### src/rtl/matrix_scan_ctrl_if.sv
// Panel-side bundle of the matrix scan controller: tick strobe in, panel and framebuffer addressing out.
interface matrix_scan_ctrl_if #(
    parameter int ROW_ADDR_WIDTH = 4,
    parameter int COL_ADDR_WIDTH = 6
);
    logic                      tick;
    logic                      matrix_clk;
    logic                      matrix_lat;
    logic                      matrix_oe_n;
    logic [ROW_ADDR_WIDTH-1:0] row_addr;
    logic [COL_ADDR_WIDTH-1:0] fb_col;
    logic [ROW_ADDR_WIDTH-1:0] fb_row;
    logic [2:0]                fb_plane;
    logic                      frame_start;

    modport master (
        input  tick,
        output matrix_clk, matrix_lat, matrix_oe_n, row_addr,
        output fb_col, fb_row, fb_plane, frame_start
    );

    modport slave (
        output tick,
        input  matrix_clk, matrix_lat, matrix_oe_n, row_addr,
        input  fb_col, fb_row, fb_plane, frame_start
    );
endinterface

### src/rtl/matrix_scan_ctrl.sv
// LED matrix row scan controller: shift, blank, latch, display per row, advanced only by tick.
// Optional binary-coded modulation across bitplanes is enabled by defining SCAN_BCM_EN.
//
// state     | meaning
// ----------|-------------------------------------------------------------
// S_SHIFT   | clock COLS columns into the panel, two ticks per column
// S_BLANK   | one tick with outputs disabled before latching
// S_LATCH   | one tick latch strobe; row_addr takes the shifted row
// S_DISPLAY | outputs enabled for the plane's on-time, then next plane/row
module matrix_scan_ctrl #(
    parameter int COLS           = 64,
    parameter int ROW_ADDR_WIDTH = 4,
    parameter int COL_ADDR_WIDTH = 6,
    parameter int PLANES         = 8,
    parameter int ON_TIME_BASE   = 4
) (
    input  logic                clk_in,
    input  logic                reset_n,
    matrix_scan_ctrl_if.master  bus
);

    localparam int CNT_W = $clog2((ON_TIME_BASE << (PLANES - 1)) + 1);
    localparam logic [COL_ADDR_WIDTH-1:0] COL_LAST = COL_ADDR_WIDTH'(COLS - 1);
    localparam logic [ROW_ADDR_WIDTH-1:0] ROW_LAST = {ROW_ADDR_WIDTH{1'b1}};

    typedef enum logic [1:0] {
        S_SHIFT   = 2'd0,
        S_BLANK   = 2'd1,
        S_LATCH   = 2'd2,
        S_DISPLAY = 2'd3
    } state_t;

    state_t                    state_q, state_nxt;
    logic                      phase_q, phase_nxt;
    logic [COL_ADDR_WIDTH-1:0] col_q, col_nxt;
    logic [ROW_ADDR_WIDTH-1:0] row_q, row_nxt;
    logic [ROW_ADDR_WIDTH-1:0] row_addr_q, row_addr_nxt;
    logic [CNT_W-1:0]          cnt_q, cnt_nxt;
    logic                      frame_nxt;
    logic                      mclk_q, mclk_nxt;
    logic                      lat_q, lat_nxt;
    logic                      oe_n_q, oe_n_nxt;
    logic                      frame_start_q;

`ifdef SCAN_BCM_EN
    localparam logic [2:0] PLANE_LAST = 3'(PLANES - 1);
    logic [2:0] plane_q, plane_nxt;
`endif

    always_comb begin
        state_nxt    = state_q;
        phase_nxt    = phase_q;
        col_nxt      = col_q;
        row_nxt      = row_q;
        row_addr_nxt = row_addr_q;
        cnt_nxt      = cnt_q;
        frame_nxt    = 1'b0;
`ifdef SCAN_BCM_EN
        plane_nxt    = plane_q;
`endif
        unique case (state_q)
            S_SHIFT: begin
                if (!phase_q) begin
                    phase_nxt = 1'b1;
                end else begin
                    phase_nxt = 1'b0;
                    if (col_q == COL_LAST) begin
                        col_nxt   = '0;
                        state_nxt = S_BLANK;
                    end else begin
                        col_nxt = col_q + 1'b1;
                    end
                end
            end
            S_BLANK: state_nxt = S_LATCH;
            S_LATCH: begin
                state_nxt    = S_DISPLAY;
                row_addr_nxt = row_q;
                // Down-counter preset to on-time minus one; exit on terminal count zero.
`ifdef SCAN_BCM_EN
                cnt_nxt = (CNT_W'(ON_TIME_BASE) << plane_q) - 1'b1;
`else
                cnt_nxt = CNT_W'(ON_TIME_BASE - 1);
`endif
            end
            S_DISPLAY: begin
                if (cnt_q == '0) begin
                    state_nxt = S_SHIFT;
`ifdef SCAN_BCM_EN
                    if (plane_q == PLANE_LAST) begin
                        plane_nxt = '0;
                        row_nxt   = row_q + 1'b1;
                        frame_nxt = (row_q == ROW_LAST);
                    end else begin
                        plane_nxt = plane_q + 3'd1;
                    end
`else
                    row_nxt   = row_q + 1'b1;
                    frame_nxt = (row_q == ROW_LAST);
`endif
                end else begin
                    cnt_nxt = cnt_q - 1'b1;
                end
            end
            default: state_nxt = S_SHIFT;
        endcase

        // Panel pins are registered from the state being entered.
        mclk_nxt = (state_nxt == S_SHIFT) && phase_nxt;
        lat_nxt  = (state_nxt == S_LATCH);
        oe_n_nxt = (state_nxt != S_DISPLAY);
    end

    always_ff @(posedge clk_in or negedge reset_n) begin
        if (!reset_n) begin
            state_q       <= S_SHIFT;
            phase_q       <= 1'b0;
            col_q         <= '0;
            row_q         <= '0;
            row_addr_q    <= '0;
            cnt_q         <= '0;
            mclk_q        <= 1'b0;
            lat_q         <= 1'b0;
            oe_n_q        <= 1'b1;
            frame_start_q <= 1'b0;
`ifdef SCAN_BCM_EN
            plane_q       <= '0;
`endif
        end else begin
            // Single clk_in pulse even if the next tick is several cycles away.
            frame_start_q <= bus.tick && frame_nxt;
            if (bus.tick) begin
                state_q    <= state_nxt;
                phase_q    <= phase_nxt;
                col_q      <= col_nxt;
                row_q      <= row_nxt;
                row_addr_q <= row_addr_nxt;
                cnt_q      <= cnt_nxt;
                mclk_q     <= mclk_nxt;
                lat_q      <= lat_nxt;
                oe_n_q     <= oe_n_nxt;
`ifdef SCAN_BCM_EN
                plane_q    <= plane_nxt;
`endif
            end
        end
    end

    assign bus.matrix_clk  = mclk_q;
    assign bus.matrix_lat  = lat_q;
    assign bus.matrix_oe_n = oe_n_q;
    assign bus.row_addr    = row_addr_q;
    assign bus.fb_col      = col_q;
    assign bus.fb_row      = row_q;
    assign bus.frame_start = frame_start_q;
`ifdef SCAN_BCM_EN
    assign bus.fb_plane    = plane_q;
`else
    assign bus.fb_plane    = 3'd0;
`endif

endmodule

### src/flat_wrapper.sv
// flat-port wrapper written by rule: the top's interface ports become plain ports
module matrix_scan_ctrl_flat 
#(
    parameter int COLS           = 64,
    parameter int ROW_ADDR_WIDTH = 4,
    parameter int COL_ADDR_WIDTH = 6,
    parameter int PLANES         = 8,
    parameter int ON_TIME_BASE   = 4
)
  (clk_in, reset_n, bus_tick, bus_matrix_clk, bus_matrix_lat, bus_matrix_oe_n, bus_row_addr, bus_fb_col, bus_fb_row, bus_fb_plane, bus_frame_start);
  matrix_scan_ctrl_if #(.ROW_ADDR_WIDTH(ROW_ADDR_WIDTH), .COL_ADDR_WIDTH(COL_ADDR_WIDTH)) bus_i ();
  input  logic clk_in;
  input  logic reset_n;
  input wire logic [$bits(bus_i.tick)-1:0] bus_tick;
  output wire logic [$bits(bus_i.matrix_clk)-1:0] bus_matrix_clk;
  output wire logic [$bits(bus_i.matrix_lat)-1:0] bus_matrix_lat;
  output wire logic [$bits(bus_i.matrix_oe_n)-1:0] bus_matrix_oe_n;
  output wire logic [$bits(bus_i.row_addr)-1:0] bus_row_addr;
  output wire logic [$bits(bus_i.fb_col)-1:0] bus_fb_col;
  output wire logic [$bits(bus_i.fb_row)-1:0] bus_fb_row;
  output wire logic [$bits(bus_i.fb_plane)-1:0] bus_fb_plane;
  output wire logic [$bits(bus_i.frame_start)-1:0] bus_frame_start;
  assign bus_i.tick = bus_tick;
  assign bus_matrix_clk = bus_i.matrix_clk;
  assign bus_matrix_lat = bus_i.matrix_lat;
  assign bus_matrix_oe_n = bus_i.matrix_oe_n;
  assign bus_row_addr = bus_i.row_addr;
  assign bus_fb_col = bus_i.fb_col;
  assign bus_fb_row = bus_i.fb_row;
  assign bus_fb_plane = bus_i.fb_plane;
  assign bus_frame_start = bus_i.frame_start;
  matrix_scan_ctrl #(.COLS(COLS), .ROW_ADDR_WIDTH(ROW_ADDR_WIDTH), .COL_ADDR_WIDTH(COL_ADDR_WIDTH), .PLANES(PLANES), .ON_TIME_BASE(ON_TIME_BASE)) u_core (.clk_in(clk_in), .reset_n(reset_n), .bus(bus_i));
endmodule
### config.mk
export PLATFORM = sky130hd
export DESIGN_NAME = matrix_scan_ctrl_flat
export DESIGN_NICKNAME = d
export VERILOG_FILES = /design/src/rtl/matrix_scan_ctrl_if.sv /design/src/rtl/matrix_scan_ctrl.sv /design/src/flat_wrapper.sv
export SDC_FILE = /design/constraint.sdc
export NUM_CORES = 1
export LEC_CHECK = 0
export CORE_ASPECT_RATIO = 1.2
export CORE_MARGIN = 1
export CORE_UTILIZATION = 57
export CTS_BUF_LIST = sky130_fd_sc_hd__clkbuf_16
export DETAILED_ROUTE_END_ITERATION = 16
export PLACE_DENSITY = 0.84
export SETUP_SLACK_MARGIN = 0.15
export SLEW_MARGIN = 20
export SYNTH_ARGS = -nofsm -noshare
export SYNTH_HDL_FRONTEND = slang
export SYNTH_SLANG_ARGS = --single-unit
### constraint.sdc
create_clock -name clk_in -period 3.25 [get_ports clk_in]
set_input_delay 0.4875 -clock clk_in [delete_from_list [all_inputs] [get_ports clk_in]]
set_output_delay 0.4875 -clock clk_in [all_outputs]
set_load 0.02 [all_outputs]
[Word-level counts from Yosys, hierarchy flattened]
Index checks and enable logic that the tools add are counted.
Word-level totals
  flip-flop bits (word level): 31
  bits in latches: 0
  bits in writable memories: 0
  memory bits (read-only): 0
  memories kept: 0
Cells by class
  add/sub/neg operators: 3
  multipliers: 0
  divide/modulo/power cells: 0
  magnitude comparators: 0
  equal/unequal tests: 8
  shifts and indexed selects: 0
  muxes and demuxes: 11
  bitwise logic cells: 0
  reductions and logical operators: 10
Operator list (number)
  $pmux 10 s2: 1
  $logic_not 10->1: 1
  $mux 10: 1
  $sub 10x1->10 const B: 1
  $reduce_and 3->1: 3
  $pmux 2 s4: 1
  $add 6x1->6 const B: 1
  $eq 2x2->1 const B: 3
  $eq 6x6->1 const B: 1
  $mux 2: 3
  $mux 6: 1
  $add 4x1->4 const B: 1
  $eq 4x4->1 const B: 1
  $logic_not 2->1: 2
  $mux 1: 4
  $ne 2x2->1 const B: 2
  $eq 2x1->1 const B: 1
  $logic_and 1x1->1: 2
  $reduce_and 2->1: 1
  $reduce_bool 2->1: 1

[Logic depth before layout (Yosys ltp)]
  depth after elaboration: 6
  mapped depth: 6

[Worst setup path before layout]
No wires, ideal clock.
  kind: reg-to-reg
  start: register u_core.cnt_q[0]
  end: register u_core.row_q[1] (netlist: u_core.bus.fb_row[1])
  library setup time: 125 ps
  arrival: 1631 ps
  data required time: 3125 ps
  path slack: 1494 ps
  stages on the path, launching flop included: 7
  path buffers: 0
  period minus slack after synthesis: 1756 ps
  cell sequence: dfrtp_1 > inv_1 > ha_1 > nor3b_1 > nand3_2 > or2_4 > mux2_4
On the way
  word-level cells in the longest chain between the ends: 2
RTL lines
  start, declared: RTL line matrix_scan_ctrl.sv:38  | logic [CNT_W-1:0] cnt_q, cnt_nxt;
  start signal, assigned: RTL line matrix_scan_ctrl.sv:138  | cnt_q <= cnt_nxt;
  $logic_not 10->1: RTL line matrix_scan_ctrl.sv:87  | if (cnt_q == '0) begin
  $reduce_and 3->1 (no line)
  end signal, assigned: RTL line matrix_scan_ctrl.sv:136  | row_q <= row_nxt;
  end, declared: RTL line matrix_scan_ctrl.sv:36  | logic [ROW_ADDR_WIDTH-1:0] row_q, row_nxt;
Every way passes these cells.
A chain may end at the register's enable or synchronous reset.

[Worst setup path in the final report]
  start: input bus_tick
  end: register u_core.cnt_q[0]
On the way
  word-level cells in the longest chain between the ends: 1
RTL lines
  start, declared: RTL line flat_wrapper.sv:14  | input wire logic [$bits(bus_i.tick)-1:0] bus_tick;
  $reduce_and 3->1 (no line)
Every way passes these cells.

==> flow_summary.json <==
{
  "worst_pin_slew_ns": 0.5820,
  "drv_slew": 0,
  "grt-ovfl-total": 0,
  "cts-resized-gates": 0,
  "setup_viol": 0,
  "cp_slowest_stage_delay_ns": 0.67,
  "max_freq_mhz": 481.0,
  "via_count": 1193,
  "start_kind": "input port",
  "worstSetupEndpointType": "register",
  "power.internal_w": 0.001092,
  "grt_start_max_net_pins": 32,
  "crit_type": "input port to register",
  "h-tree-depth": 2,
  "fin_setup_tns_ns": 0,
  "peakVddDrop_mv": 0.6707,
  "fin_hold_ws_ns": 0.4768,
  "cts.reportedPaths.clkPinSlew_ns": 0.05,
  "antenna_cells": 0,
  "critPathMaxFanout": 11,
  "cap_violations": 0,
  "syn_inst": 149,
  "synth_common_cells": "dfrtp_1, nand2_1, nor2_1, o21ai_0, xnor2_1",
  "dr.pass1.iters": 4,
  "clkPwrFrac_pct": 23.8,
  "fillers": 188,
  "coreArea_um2": 2552,
  "die-area_um2": 2931,
  "synthTopCellsByArea": "dfrtp_1, xnor2_1, nand2_1, nor2_1, o21ai_0",
  "p_leak_nw": 0.8571,
  "place.gp.congestion": 0.8103,
  "synth_warnings": 0,
  "drc": 0,
  "postLayoutCoreUtil_pct": 74.66,
  "async_reset_ff_share_pct": 100.0,
  "cellPowerDensity_nw_per_um2": 925.3,
  "yosysSeqAreaShare_pct": 50.16,
  "clock_path_buffers": 2,
  "hold_violations": 0,
  "portBuffers": 20,
  "pin_count": 24,
  "cts_setup_buffers": 0,
  "die_width_um": 49.59,
  "yosysTopAreaCell": "dfrtp_1",
  "start_util_pct": 60.69,
  "dpl_cell_area_um2": 1769,
  "layout-drive-gt1-share_pct": 12.64,
  "cp_top_family": "buffers and inverters",
  "clock_skew_ns": 0.004457,
  "synth-main-ff-cell": "dfrtp_1",
  "hold_buffers": 0,
  "syn_to_final_growth_pct": 23.02,
  "die_h_um": 59.11,
  "hold_class": "register to register",
  "finalPower_w": 0.001763,
  "yosysTopAreaCellShare_pct": 48.47,
  "clk_latency_ns": 0.27,
  "slew-limit-headroom_pct": 60.99,
  "p_comb_share_pct": 39.4,
  "synth-edff-count": 0,
  "path_cells": "clkdlybuf4s50_1, nand2_1, a31oi_1, nand3_1, o21a_1",
  "clkSinkCount": 31,
  "required_ns": 3.41,
  "power.share.sequential_pct": 36.9,
  "vias_per_cell": 5.763,
  "path_buf_inv": 1,
  "drtIter0Drc": 25,
  "drtAntennaViolNets": 0,
  "grt_use_total_pct": 23.12,
  "routed_wl_um": 2935,
  "critPathArrivalTime_ns": 2.24,
  "rows": 20,
  "ys_types": 46,
  "avgSynthCellArea_um2": 10.40,
  "cp_slowest_cell": "clkdlybuf4s50_1",
  "yosysMostFrequentCell": "dfrtp_1",
  "status": "finished, final reports clean",
  "syn_area_um2": 1549,
  "grt_pass1_vias": 1143,
  "dpl.hpwl_um": 2202,
  "finalCriticalPeriod_ns": 2.079,
  "cts_root_buf": "clkbuf_16",
  "rsz0062_at_grt": "no",
  "yosys_register_bits": 31,
  "swShare_pct": 38.09,
  "final_nets": 179,
  "wire_per_inst_um": 14.18,
  "grt_pass1_wl_um": 4968,
  "cts_tree": "done",
  "cts_buffers": 5,
  "design_area_um2": 1906,
  "fin_crit_sh_pct": 63.97,
  "antenna_found_initial": 0,
  "switchingPower_w": 0.0006715
}
[kinds of logic after synthesis]
family | share of synthesized area [%]
muxes | 3.150
DFF | 50.16
and+or+nand+nor | 22.05
other | 0.2421
xor gates and xnor gates | 5.089
AOI/OAI and AO/OA | 13.09
adders and majority gates | 2.424
buffers and inverters | 3.796
[worst register-to-register path: cells and delay by family, from the launching register on]
| kind | cells | cell delay [ns] |
|---|---|---|
| simple gates | 3 | 0.87 |
| buf+inv | 1 | 0.07 |
| flops | 1 | 0.42 |
| fa+ha+maj | 1 | 0.21 |
| mux | 1 | 0.29 |
[stage by stage]
step / instances / setup WS (ns)
after floorplan: 151 / 1.494
after CTS: 207 / 1.157
after global routing: 207 / 0.9219
final: 207 / 1.171
after detailed placement: 199 / 0.8840
after global placement: 199 / 0.9952
[metal layers]
metal	wire length (um)	track usage (%)	share of wire, %
met5	0	0	0
met4	55	11.84	1.9
met3	117	7.179	4.0
met2	1581	39.77	54
met1	1181	25.84	40
[final timing paths]
kind                                             start                endpoint  slack (ns)  depth (start not counted)
min in group asynchronous                      reset_n          u_core.phase_q        0.61                          2
worst min-delay path            u_core.bus.row_addr[1]  u_core.bus.row_addr[1]        0.48                          2
worst max-delay path                          bus_tick         u_core.cnt_q[0]        1.17                          5
worst min register to register  u_core.bus.row_addr[1]  u_core.bus.row_addr[1]        0.48                          2
max in group asynchronous                      reset_n  u_core.bus.matrix_oe_n        2.33                          2
worst max register to register         u_core.cnt_q[0]    u_core.bus.fb_row[1]        1.27                          6
[power by group through the flow]
stage	sequential, W	combinational, W	clock (W)
after global placement	0.000642	0.000664	0
after floorplan	0.000665	0.000474	0
after CTS	0.000649	0.000703	0.000429
after global routing	0.000670	0.000766	0.000440
after detailed placement	0.000656	0.000700	0
final	0.000650	0.000694	0.000419
[cells in the final DEF, fill, tap and decap left out, drive strengths merged, types with 3 or more instances in the layout]
| cell type | count |
|---|---|
| a21oi | 3 |
| a31oi | 5 |
| a41o | 3 |
| clkbuf | 5 |
| clkdlybuf4s50 | 20 |
| conb | 3 |
| dfrtp | 30 |
| ha | 3 |
| inv | 7 |
| mux2 | 4 |
| nand2 | 18 |
| nand3 | 5 |
| nor2 | 16 |
| o21ai | 9 |
| or2 | 3 |
| xnor2 | 8 |
[sequential cells by signal (all words and copies together) (netlist names)]
| name | cells |
|---|---|
| u_core.bus.fb_col | 6 |
| u_core.bus.fb_row | 4 |
| u_core.bus.frame_start | 1 |
| u_core.bus.matrix_clk | 1 |
| u_core.bus.matrix_lat | 1 |
| u_core.bus.matrix_oe_n | 1 |
| u_core.bus.row_addr | 4 |
| u_core.cnt_q | 10 |
| u_core.phase_q | 1 |
| u_core.state_q | 2 |
[area by class of cell]
type                       count  area (um2)  area share (%)
sequential                    31       777.0           40.77
multi-input combinational    108       720.7           37.82
inverter                       6       22.52           1.182
clock buffer                   5       125.1           6.566
clock inverter                 3       11.26          0.5909
timing repair buffer          21       207.7           10.90
tap                           33       41.29           2.167
(Power assumes the default switching activity.)
